File: src/rtl/mem_port_credit_arbiter_pkg.sv
// Shared constants and types for the memory-port credit arbiter.
// Default port count follows the controller's imem/dmem pairing.
package mem_port_credit_arbiter_pkg;

  localparam int unsigned NMEMCTRLPORT     = 2;
  localparam int unsigned MEMARB_MAXOUT    = 4;
  localparam int unsigned MEMARB_AGE_LIMIT = 15;

  // Index width that never collapses to zero bits.
  function automatic int unsigned log2x(input int unsigned n);
    return (n <= 2) ? 1 : $clog2(n);
  endfunction

  typedef struct packed {
    logic clk;
  } iu_clk_type;

  typedef bit [log2x(2*NMEMCTRLPORT)-1:0] mem_rid_type;

endpackage

File: src/rtl/mem_port_credit_arbiter_if.sv
// Request/grant/return bundle between the memory ports and the credit arbiter.
// The arbiter takes the slave view of this bundle.
interface mem_port_credit_arbiter_if
  import mem_port_credit_arbiter_pkg::*;
#(
  parameter int unsigned NREQ = 2*NMEMCTRLPORT
) ();

  localparam int unsigned RIDW = log2x(NREQ);

  logic            en;
  logic [NREQ-1:0] port_valid;
  logic [NREQ-1:0] port_we;
  logic            ret_valid;
  logic [RIDW-1:0] ret_rid;
  logic [NREQ-1:0] port_mask;
  logic [RIDW-1:0] rid;
  logic            grant_valid;
  logic            credit_err;

  modport master (
    output en, port_valid, port_we, ret_valid, ret_rid,
    input  port_mask, rid, grant_valid, credit_err
  );

  modport slave (
    input  en, port_valid, port_we, ret_valid, ret_rid,
    output port_mask, rid, grant_valid, credit_err
  );

endinterface

File: src/rtl/mem_rr_pick.sv
// Rotating-priority picker: first set request at or after ptr, wrapping.
// N must be a power of two so the index addition wraps by truncation.
module mem_rr_pick
  import mem_port_credit_arbiter_pkg::*;
#(
  parameter int unsigned N = 4,
  localparam int unsigned IW = log2x(N)
) (
  input  logic [N-1:0]  req,
  input  logic [IW-1:0] ptr,
  output logic [N-1:0]  gnt,
  output logic [IW-1:0] idx,
  output logic          any
);

  logic [IW-1:0] cand;

  always_comb begin
    gnt  = '0;
    idx  = '0;
    any  = 1'b0;
    cand = ptr;
    for (int k = 0; k < N; k++) begin
      cand = ptr + IW'(k);
      if (!any && req[cand]) begin
        any = 1'b1;
        idx = cand;
      end
    end
    if (any) gnt[idx] = 1'b1;
  end

endmodule

File: src/rtl/mem_port_credit_arbiter.sv
// Round-robin credit arbiter sharing the memory-controller address/write path.
// Reads consume per-port credits; aged ports win ahead of the rotation.
module mem_port_credit_arbiter
  import mem_port_credit_arbiter_pkg::*;
#(
  parameter int unsigned NREQ      = 2*NMEMCTRLPORT,
  parameter int unsigned MAXOUT    = MEMARB_MAXOUT,
  parameter int unsigned AGE_LIMIT = MEMARB_AGE_LIMIT
) (
  input iu_clk_type              gclk,
  input logic                    rstn,
  mem_port_credit_arbiter_if.slave bus
);

  localparam int unsigned IW = log2x(NREQ);
  localparam int unsigned CW = $clog2(MAXOUT + 1);
  localparam int unsigned AW = $clog2(AGE_LIMIT + 1);

  logic [CW-1:0]   credit_q [NREQ];
  logic [CW-1:0]   credit_d [NREQ];
  logic [AW-1:0]   age_q    [NREQ];
  logic [AW-1:0]   age_d    [NREQ];
  logic [IW-1:0]   ptr_q;
  logic [NREQ-1:0] port_mask_q;
  logic [IW-1:0]   rid_q;
  logic            grant_valid_q;
  logic            credit_err_q;
  logic            credit_err_d;

  logic [NREQ-1:0] eligible;
  logic [NREQ-1:0] urgent;
  logic [NREQ-1:0] gnt_urg;
  logic [NREQ-1:0] gnt_rr;
  logic [IW-1:0]   idx_urg;
  logic [IW-1:0]   idx_rr;
  logic            any_urg;
  logic            any_rr;
  logic            do_grant;
  logic [NREQ-1:0] gmask;
  logic [IW-1:0]   gsel;

  always_comb begin
    eligible = '0;
    urgent   = '0;
    for (int i = 0; i < NREQ; i++) begin
      eligible[i] = bus.port_valid[i] & (bus.port_we[i] | (credit_q[i] != '0));
      urgent[i]   = eligible[i] & (age_q[i] >= AW'(AGE_LIMIT));
    end
  end

  mem_rr_pick #(
    .N (NREQ)
  ) u_pick_urg (
    .req (urgent),
    .ptr ({IW{1'b0}}),
    .gnt (gnt_urg),
    .idx (idx_urg),
    .any (any_urg)
  );

  mem_rr_pick #(
    .N (NREQ)
  ) u_pick_rr (
    .req (eligible),
    .ptr (ptr_q),
    .gnt (gnt_rr),
    .idx (idx_rr),
    .any (any_rr)
  );

  assign do_grant = bus.en & any_rr;
  assign gmask    = any_urg ? gnt_urg : gnt_rr;
  assign gsel     = any_urg ? idx_urg : idx_rr;

  always_comb begin
    credit_err_d = credit_err_q;
    for (int i = 0; i < NREQ; i++) begin
      logic dec;
      logic inc;
      dec = do_grant & gmask[i] & ~bus.port_we[i];
      inc = bus.ret_valid & (bus.ret_rid == IW'(i));
      credit_d[i] = credit_q[i];
      // A grant and a return on the same port in one cycle cancel out.
      if (inc && !dec) begin
        if (credit_q[i] == CW'(MAXOUT)) credit_err_d = 1'b1;
        else                            credit_d[i]  = credit_q[i] + 1'b1;
      end else if (dec && !inc) begin
        credit_d[i] = credit_q[i] - 1'b1;
      end

      age_d[i] = age_q[i];
      if (bus.en) begin
        if (do_grant && gmask[i])     age_d[i] = '0;
        else if (!bus.port_valid[i])  age_d[i] = '0;
        else if (age_q[i] < AW'(AGE_LIMIT)) age_d[i] = age_q[i] + 1'b1;
      end
    end
  end

  always_ff @(posedge gclk.clk or negedge rstn) begin
    if (!rstn) begin
      for (int i = 0; i < NREQ; i++) begin
        credit_q[i] <= CW'(MAXOUT);
        age_q[i]    <= '0;
      end
      ptr_q         <= '0;
      port_mask_q   <= '0;
      rid_q         <= '0;
      grant_valid_q <= 1'b0;
      credit_err_q  <= 1'b0;
    end else begin
      for (int i = 0; i < NREQ; i++) begin
        credit_q[i] <= credit_d[i];
        age_q[i]    <= age_d[i];
      end
      if (do_grant) ptr_q <= gsel + 1'b1;
      port_mask_q   <= do_grant ? gmask : '0;
      rid_q         <= do_grant ? gsel : '0;
      grant_valid_q <= do_grant;
      credit_err_q  <= credit_err_d;
    end
  end

  assign bus.port_mask   = port_mask_q;
  assign bus.rid         = rid_q;
  assign bus.grant_valid = grant_valid_q;
  assign bus.credit_err  = credit_err_q;

endmodule

File: src/flat_wrapper.sv
// flat-port wrapper written by rule: the top's interface ports become plain ports
module mem_port_credit_arbiter_flat import mem_port_credit_arbiter_pkg::*;
#(
  parameter int unsigned NREQ      = 2*NMEMCTRLPORT,
  parameter int unsigned MAXOUT    = MEMARB_MAXOUT,
  parameter int unsigned AGE_LIMIT = MEMARB_AGE_LIMIT
)
  (gclk, rstn, bus_en, bus_port_valid, bus_port_we, bus_ret_valid, bus_ret_rid, bus_port_mask, bus_rid, bus_grant_valid, bus_credit_err);
  mem_port_credit_arbiter_if #(.NREQ(NREQ)) bus_i ();
  input iu_clk_type gclk;
  input logic rstn;
  input wire logic [$bits(bus_i.en)-1:0] bus_en;
  input wire logic [$bits(bus_i.port_valid)-1:0] bus_port_valid;
  input wire logic [$bits(bus_i.port_we)-1:0] bus_port_we;
  input wire logic [$bits(bus_i.ret_valid)-1:0] bus_ret_valid;
  input wire logic [$bits(bus_i.ret_rid)-1:0] bus_ret_rid;
  output wire logic [$bits(bus_i.port_mask)-1:0] bus_port_mask;
  output wire logic [$bits(bus_i.rid)-1:0] bus_rid;
  output wire logic [$bits(bus_i.grant_valid)-1:0] bus_grant_valid;
  output wire logic [$bits(bus_i.credit_err)-1:0] bus_credit_err;
  assign bus_i.en = bus_en;
  assign bus_i.port_valid = bus_port_valid;
  assign bus_i.port_we = bus_port_we;
  assign bus_i.ret_valid = bus_ret_valid;
  assign bus_i.ret_rid = bus_ret_rid;
  assign bus_port_mask = bus_i.port_mask;
  assign bus_rid = bus_i.rid;
  assign bus_grant_valid = bus_i.grant_valid;
  assign bus_credit_err = bus_i.credit_err;
  mem_port_credit_arbiter #(.NREQ(NREQ), .MAXOUT(MAXOUT), .AGE_LIMIT(AGE_LIMIT)) u_core (.gclk(gclk), .rstn(rstn), .bus(bus_i));
endmodule
File: config.mk
export PLATFORM = sky130hd
export DESIGN_NAME = mem_port_credit_arbiter_flat
export DESIGN_NICKNAME = d
export VERILOG_FILES = /design/src/rtl/mem_port_credit_arbiter_pkg.sv /design/src/rtl/mem_port_credit_arbiter_if.sv /design/src/rtl/mem_rr_pick.sv /design/src/rtl/mem_port_credit_arbiter.sv /design/src/flat_wrapper.sv
export SDC_FILE = /design/constraint.sdc
export NUM_CORES = 1
export LEC_CHECK = 0
export ABC_AREA = 1
export BUFFER_PORTS_ARGS = -buffer_cell sky130_fd_sc_hd__buf_2
export CAP_MARGIN = 20
export CORE_MARGIN = 4
export CORE_UTILIZATION = 59
export DETAILED_ROUTE_END_ITERATION = 12
export PLACE_DENSITY = 0.79
export SETUP_SLACK_MARGIN = 0.05
export SLEW_MARGIN = 20
export SYNTH_ARGS = -nofsm -noshare
export SYNTH_HDL_FRONTEND = slang
export SYNTH_SLANG_ARGS = --single-unit
File: constraint.sdc
create_clock -name gclk -period 3.5 [get_ports gclk]
set_clock_uncertainty 0.15 [all_clocks]
set_input_delay 0.525 -clock gclk [delete_from_list [all_inputs] [get_ports gclk]]
set_output_delay 0.525 -clock gclk [all_outputs]
set_load 0.1 [all_outputs]
==> results_dict.tcl, run 1 <==
set metrics [dict create \
    drt_pre_antenna_iters 4 \
    slew_violations 0 \
    synth_top_area_share_pct 34.2 \
    routed_wl_um 5170 \
    wl_per_cell_um 12.8 \
    cts_resized 0 \
    fin_crit_sh_pct 87.2 \
    synth_seq_cells 38 \
    yosysUniqueCellTypes 32 \
    die_area_um2 5320 \
    worst-path-buf-inv 2 \
    grt_max_degree 39 \
    grt_first_pass_wirelength_um 9090 \
    hold_viol 0 \
    cts_buffers 5 \
    ctsHoldBuffers 0 \
    cts_tree "done" \
    antenna_cells 0 \
    path_cells "ha_1 -> nand2_1 -> nor2_1 -> nand2_1 -> nand2_1 -> nor2_1 -> nand2_1 -> a21oi_1 -> nand3_1 -> nand2_1 -> nand3_1 -> nand2_1 -> inv_1 -> fa_1 -> inv_1 -> nand3_1 -> nand2_1 -> nand2_1 -> nand2_1 -> nand2_1" \
    slowest_delay_ns 0.40 \
    finalSetupViolCount 0 \
    maxCapViolCount 0 \
    worst_setup_path_start_kind "flop" \
    first_iter_violations 120 \
    synth_fp_nets 348 \
    io_buffers 21 \
    postRouteAntennaNets 0 \
    drive_gt1_share_pct 18.4 \
    cp.required_ns 3.59 \
    max_clock_freq_mhz 327 \
    tightest_slew_ns 0.827 \
    cpLargestDelayFamily "simple AND/OR/NAND/NOR gates" \
    syn_area_um2 2490 \
    hp-class "in -> async" \
    gp_congestion 1.03 \
    synth_seq_area_share_pct 38.4 \
    min_period_ns 3.05 \
    grt_overflow 0 \
    rsz0062_at_grt "no" \
    path_depth 20 \
    cts.clk_slew.worst_paths_ns 0.08 \
    clk_latency_ns 0.30 \
    remaining_drc_errors 0 \
    avgSynthCellArea_um2 7.63 \
    cts_setup_buffers 0 \
    crit_slowest_cell "dfrtp_1" \
    final_area_um2 2730 \
    grt_use_total_pct 21.9 \
    vias_per_cell 5.39 \
    slew_headroom_pct 44.9 \
    antenna_found_initial 0 \
    coreArea_um2 4030 \
    h-tree-depth 2 \
    start_util_pct 61.7 \
    synthTopCellsByArea "dfrtp_1 (34%), nand2_1 (13%), nand3_1 (7.2%), inv_1 (5.4%), nor2_1 (4.4%)" \
    crit_type "reg -> reg" \
    critPathMaxFanout 5 \
    tns_ns 0 \
    dp_hpwl_um 3970 \
    cts_sinks 38 \
    total_power_w 0.00253 \
    fin_nets 375 \
    powerDensity_nw_per_um2 927 \
    reg2reg_depth 20 \
    num_vias 2179 \
    row_count 23 \
    crit_arrival_ns 3.14 \
    synth_top_cell_by_area "dfrtp_1" \
    die_x_um 72.9 \
    cp-end-kind "flop" \
    io_pins 22 \
    synthCells 326 \
    synth_warnings 0 \
    grt_pass1_vias 2072 \
    die_y_um 72.9 \
    post_dp_cell_area_um2 2640 \
    syn2layout_area_growth_pct 9.96 \
    vdd_ir_drop_max_mv 0.556 \
    leakage_nw 1.40 \
    cp_common_cell "nand2_1" \
    clockBufferDepth 2 \
    status "complete, no violations" \
    cts-root-buf "clkbuf_8" \
]
routing by layer:
| layer | wire length, um | global-route usage (%) | vias up |
|---|---|---|---|
| met3 | 303 | 4.68 | 7 |
| met4 | 73 | 8.20 | 0 |
| li1 | - | - | 1120 |
| met5 | 0 | 0 | - |
| met1 | 2420 | 29.6 | 1001 |
| met2 | 2370 | 34.6 | 51 |
where the power goes:
part / internal (W) / leakage, nW / switching (W)
Sequential: 0.000625 / 0.477 / 0.000158
Combinational: 0.000433 / 0.876 / 0.00101
Clock: 0.000159 / 0.0482 / 0.000152
worst register-to-register path, stage by stage, from the launching register on:
cell	delay [ns]
dfrtp_1	0.40
ha_1	0.22
nand2_1	0.09
nor2_1	0.09
nand2_1	0.17
nand2_1	0.12
nor2_1	0.13
nand2_1	0.16
a21oi_1	0.16
nand3_1	0.13
nand2_1	0.12
nand3_1	0.12
nand2_1	0.12
inv_1	0.06
fa_1	0.38
inv_1	0.07
nand3_1	0.07
nand2_1	0.09
nand2_1	0.05
nand2_1	0.05
nand2_1	0.05
final cells by class:
cell class / instances / area, um^2
sequential: 38 / 956
fill: 358 / 1290
clock inverter: 1 / 5.00
inverter: 40 / 153
multi-input combinational: 247 / 1370
tap: 50 / 62.6
clock buffer: 7 / 86.3
timing repair buffer: 21 / 105
cells by family (layout without fill, tap and decap cells):
| logic type | after synthesis | in the layout | synth area share (%) |
|---|---|---|---|
| simple gates | 190 | 190 | 36.6 |
| buf+inv | 41 | 69 | 6.59 |
| compound gates | 39 | 39 | 9.31 |
| flops | 38 | 38 | 38.5 |
| xor+xnor | 10 | 10 | 3.83 |
| fa+ha+maj | 8 | 8 | 5.23 |
cell usage in the layout (no fill, tap or decap), drive strengths merged, types with 2 or more instances in the layout:
cell type	instances
xor2	9
a21oi	16
o21ai	15
nor2	34
fa	4
nand2	97
dfstp	4
clkbuf	7
inv	40
a211oi	3
buf	21
nor3	7
nand3	39
o211ai	2
dfrtp	34
a31oi	2
ha	4
nand3b	8
nand4	4
path summary, 6_finish.rpt:
path,endpoint,startpoint,slack [ns]
worst max-delay path,u_core.credit_q[11],u_core.age_q[12],0.45
worst min-delay path,u_core.bus.port_mask[3],rstn,0.18
worst max register to register,u_core.credit_q[11],u_core.age_q[12],0.45
worst min register to register,u_core.credit_q[8],u_core.credit_q[8],0.34
max in group asynchronous,u_core.bus.grant_valid,rstn,2.51
min in group gclk,u_core.credit_q[8],u_core.credit_q[8],0.34
metrics by stage:
stage          setup slack [ns]  instances  utilization, %  hold WS (ns)
3_5_place_dp              0.417        396            65.6         0.328
4_1_cts                   0.488        404            67.9         0.205
5_1_grt                   0.161        404            67.9         0.248
6_report                  0.446        404            67.9         0.178
2_1_floorplan             0.835        326               -        0.0794
3_3_place_gp              0.427        396            65.6         0.312
sequential cells by signal, indices dropped and copies added (netlist names):
name / cells
u_core.age_q: 16
u_core.credit_q: 12
u_core.bus.port_mask: 4
u_core.bus.rid: 2
u_core.ptr_q: 2
u_core.bus.credit_err: 1
u_core.bus.grant_valid: 1
cells in the mapped netlist, drive strengths merged:
| cell | n |
|---|---|
| nand3 | 39 |
| o211ai | 2 |
| dfstp | 4 |
| nand3b | 8 |
| a31oi | 2 |
| dfrtp | 34 |
| xor2 | 9 |
| inv | 40 |
| nand2 | 97 |
| fa | 4 |
| a211oi | 3 |
| nor2 | 34 |
| nor3 | 7 |
| nand2b | 1 |
| ha | 4 |
| o31ai | 1 |
| nand4 | 4 |
| xnor2 | 1 |
| buf | 1 |
| o21ai | 15 |
| a21oi | 16 |
(Power assumes the default switching activity.)
==> run 2: changes to the inputs <==
CORE_ASPECT_RATIO = 1.75   (was default)
CORE_MARGIN = default   (was 4)
clock period = 3.1 ns   (was 3.5 ns; I/O delays follow)
==> run 2 against run 1 <==
Against the previous run:
- cell count is 3.0% higher
- setup slack worse by 0.27 ns
- fmax is 4.3% higher
- count of clock-buffer cells in the layout is 1 lower
- clock power is 69% higher
- die area is 16% lower
==> results_dict.tcl, run 2 (synthesized netlist as in run 1, its figures left out) <==
set metrics [dict create \
    reg2reg_depth 17 \
    clockBufferDepth 2 \
    cts.clk_slew.worst_paths_ns 0.08 \
    vdd_ir_drop_max_mv 0.755 \
    remaining_drc_errors 0 \
    leakage_nw 1.51 \
    slew_violations 0 \
    comb_power_share_pct 57.4 \
    num_vias 2350 \
    h-tree-depth 2 \
    mostFrequentLayoutCells "nand2_1 (76), inv_1 (36), dfrtp_1 (30), nand3_1 (28), nor2_1 (25)" \
    grt_first_pass_wirelength_um 9630 \
    antenna_cells 0 \
    worst_setup_path_start_kind "flop" \
    grt_overflow 0 \
    fin_crit_sh_pct 94.4 \
    coreArea_um2 3940 \
    critPathMaxFanout 6 \
    antenna_found_initial 0 \
    wl_per_cell_um 14.7 \
    vias_per_cell 5.65 \
    tns_ns 0 \
    first_iter_violations 74 \
    syn2layout_area_growth_pct 20.2 \
    die_y_um 87.9 \
    postRouteAntennaNets 0 \
    crit_arrival_ns 2.95 \
    finalSetupViolCount 0 \
    die_area_um2 4490 \
    io_buffers 21 \
    p_int_w 0.00170 \
    grt_use_total_pct 28.7 \
    p_switching_w 0.00166 \
    powerDensity_nw_per_um2 1120 \
    maxCapViolCount 0 \
    cts_sinks 38 \
    instances_no_fill 416 \
    clk_latency_ns 0.29 \
    min_period_ns 2.93 \
    row_count 30 \
    p_seq_share_pct 26.9 \
    slew_headroom_pct 43.7 \
    fin_hold_ws_ns 0.122 \
    tightest_slew_ns 0.844 \
    routed_wl_um 6110 \
    die_x_um 51.1 \
    post-place-cells 396 \
    dp_hpwl_um 4320 \
    io_pins 22 \
    final_util_pct 75.8 \
    grt_pass1_vias 2265 \
    grt_max_degree 39 \
    cts_buffers 5 \
    gp_congestion 0.997 \
    hp-class "in -> async" \
    hold_viol 0 \
    switching_share_pct 49.4 \
    drt_pre_antenna_iters 4 \
    drive_gt1_share_pct 28.5 \
    cp-end-kind "flop" \
    max_clock_freq_mhz 342 \
    crit_type "reg -> reg" \
    regMostFlops "u_core.age_q" \
    fin_nets 389 \
    cts-root-buf "clkbuf_8" \
    layout_commonest_cell "nand2_1" \
    largest_reg_flops 16 \
    start_util_pct 63.1 \
    cp.required_ns 3.13 \
    status "complete, no violations" \
    cts_tree "done" \
    p_clk_share_pct 15.6 \
]
run 2: changes by cell type in the layout (fill, tap and decap cells not counted), moves of 4 or more:
cell / previous run / this run
nor2_1: 29 / 25
nand2_1: 83 / 76
nand3_1: 36 / 28
dfrtp_2: 0 / 4
buf_4: 0 / 14
dfrtp_1: 34 / 30
nand2_2: 11 / 18
nand3_2: 3 / 11
run 2: path summary, 6_finish.rpt:
kind                                     start  slack [ns]             endpoint
max in group asynchronous                 rstn        2.10   u_core.credit_q[9]
hold reg to reg            u_core.credit_q[11]        0.34  u_core.credit_q[11]
hold / removal                            rstn        0.12     u_core.age_q[13]
setup reg to reg            u_core.credit_q[2]        0.17   u_core.credit_q[7]
setup / recovery            u_core.credit_q[2]        0.17   u_core.credit_q[7]
min in group gclk          u_core.credit_q[11]        0.34  u_core.credit_q[11]
run 2: routing by layer:
metal	wire, um	global-route usage, %	part of all wire, %
met2	3440	53.9	56
met3	193	3.82	3.2
met4	206	14.9	3.4
met5	0	0	0
met1	2270	29.8	37
run 2: metrics by stage:
stage               power, W  setup WS [ns]  cell area, um^2
global placement     0.00251         0.0385             2660
global route         0.00359        -0.0359             2990
detailed placement   0.00254         0.0231             2660
floorplan            0.00219          0.455             2490
finish               0.00336          0.173             2990
CTS                  0.00308         0.0517             2800
run 2: critical path, stage by stage (launching register included):
cell and delay, ns:
dfstp_2 0.56, nor2_1 0.06, nand2_2 0.11, nand3_2 0.11, nand2_1 0.11, nand2_1 0.10
nand2_1 0.14, nand4_1 0.14, nand2_1 0.10, nand2_2 0.11, nor2_1 0.17, nand2_2 0.08
nand2_4 0.11, nand2_4 0.07, nand2_1 0.11, fa_1 0.43, nand2_1 0.07, o21ai_0 0.07
run 2: power by group through the flow:
stage                     sequential (W)  clock (W)  combinational (W)
after floorplan                  0.00109          0            0.00110
after global placement          0.000890          0            0.00162
after detailed placement        0.000896          0            0.00165
after CTS                       0.000887   0.000534            0.00166
after global routing            0.000930   0.000549            0.00211
final                           0.000905   0.000525            0.00193
run 2: cell type report:
type	instances	area, um^2
Clock inverter	2	60.1
Tap cell	48	60.1
Clock buffer	6	82.6
Timing Repair Buffer	35	210
Fill cell	315	952
Inverter	40	153
Multi-Input combinational cell	247	1460
Sequential cell	38	961
run 2: repair_timing:
action,in CTS,in global routing
gates resized for setup,0,28
hold buffers,0,0
setup endpoints to repair,1,8
setup buffers,0,12
pin swaps,1,2
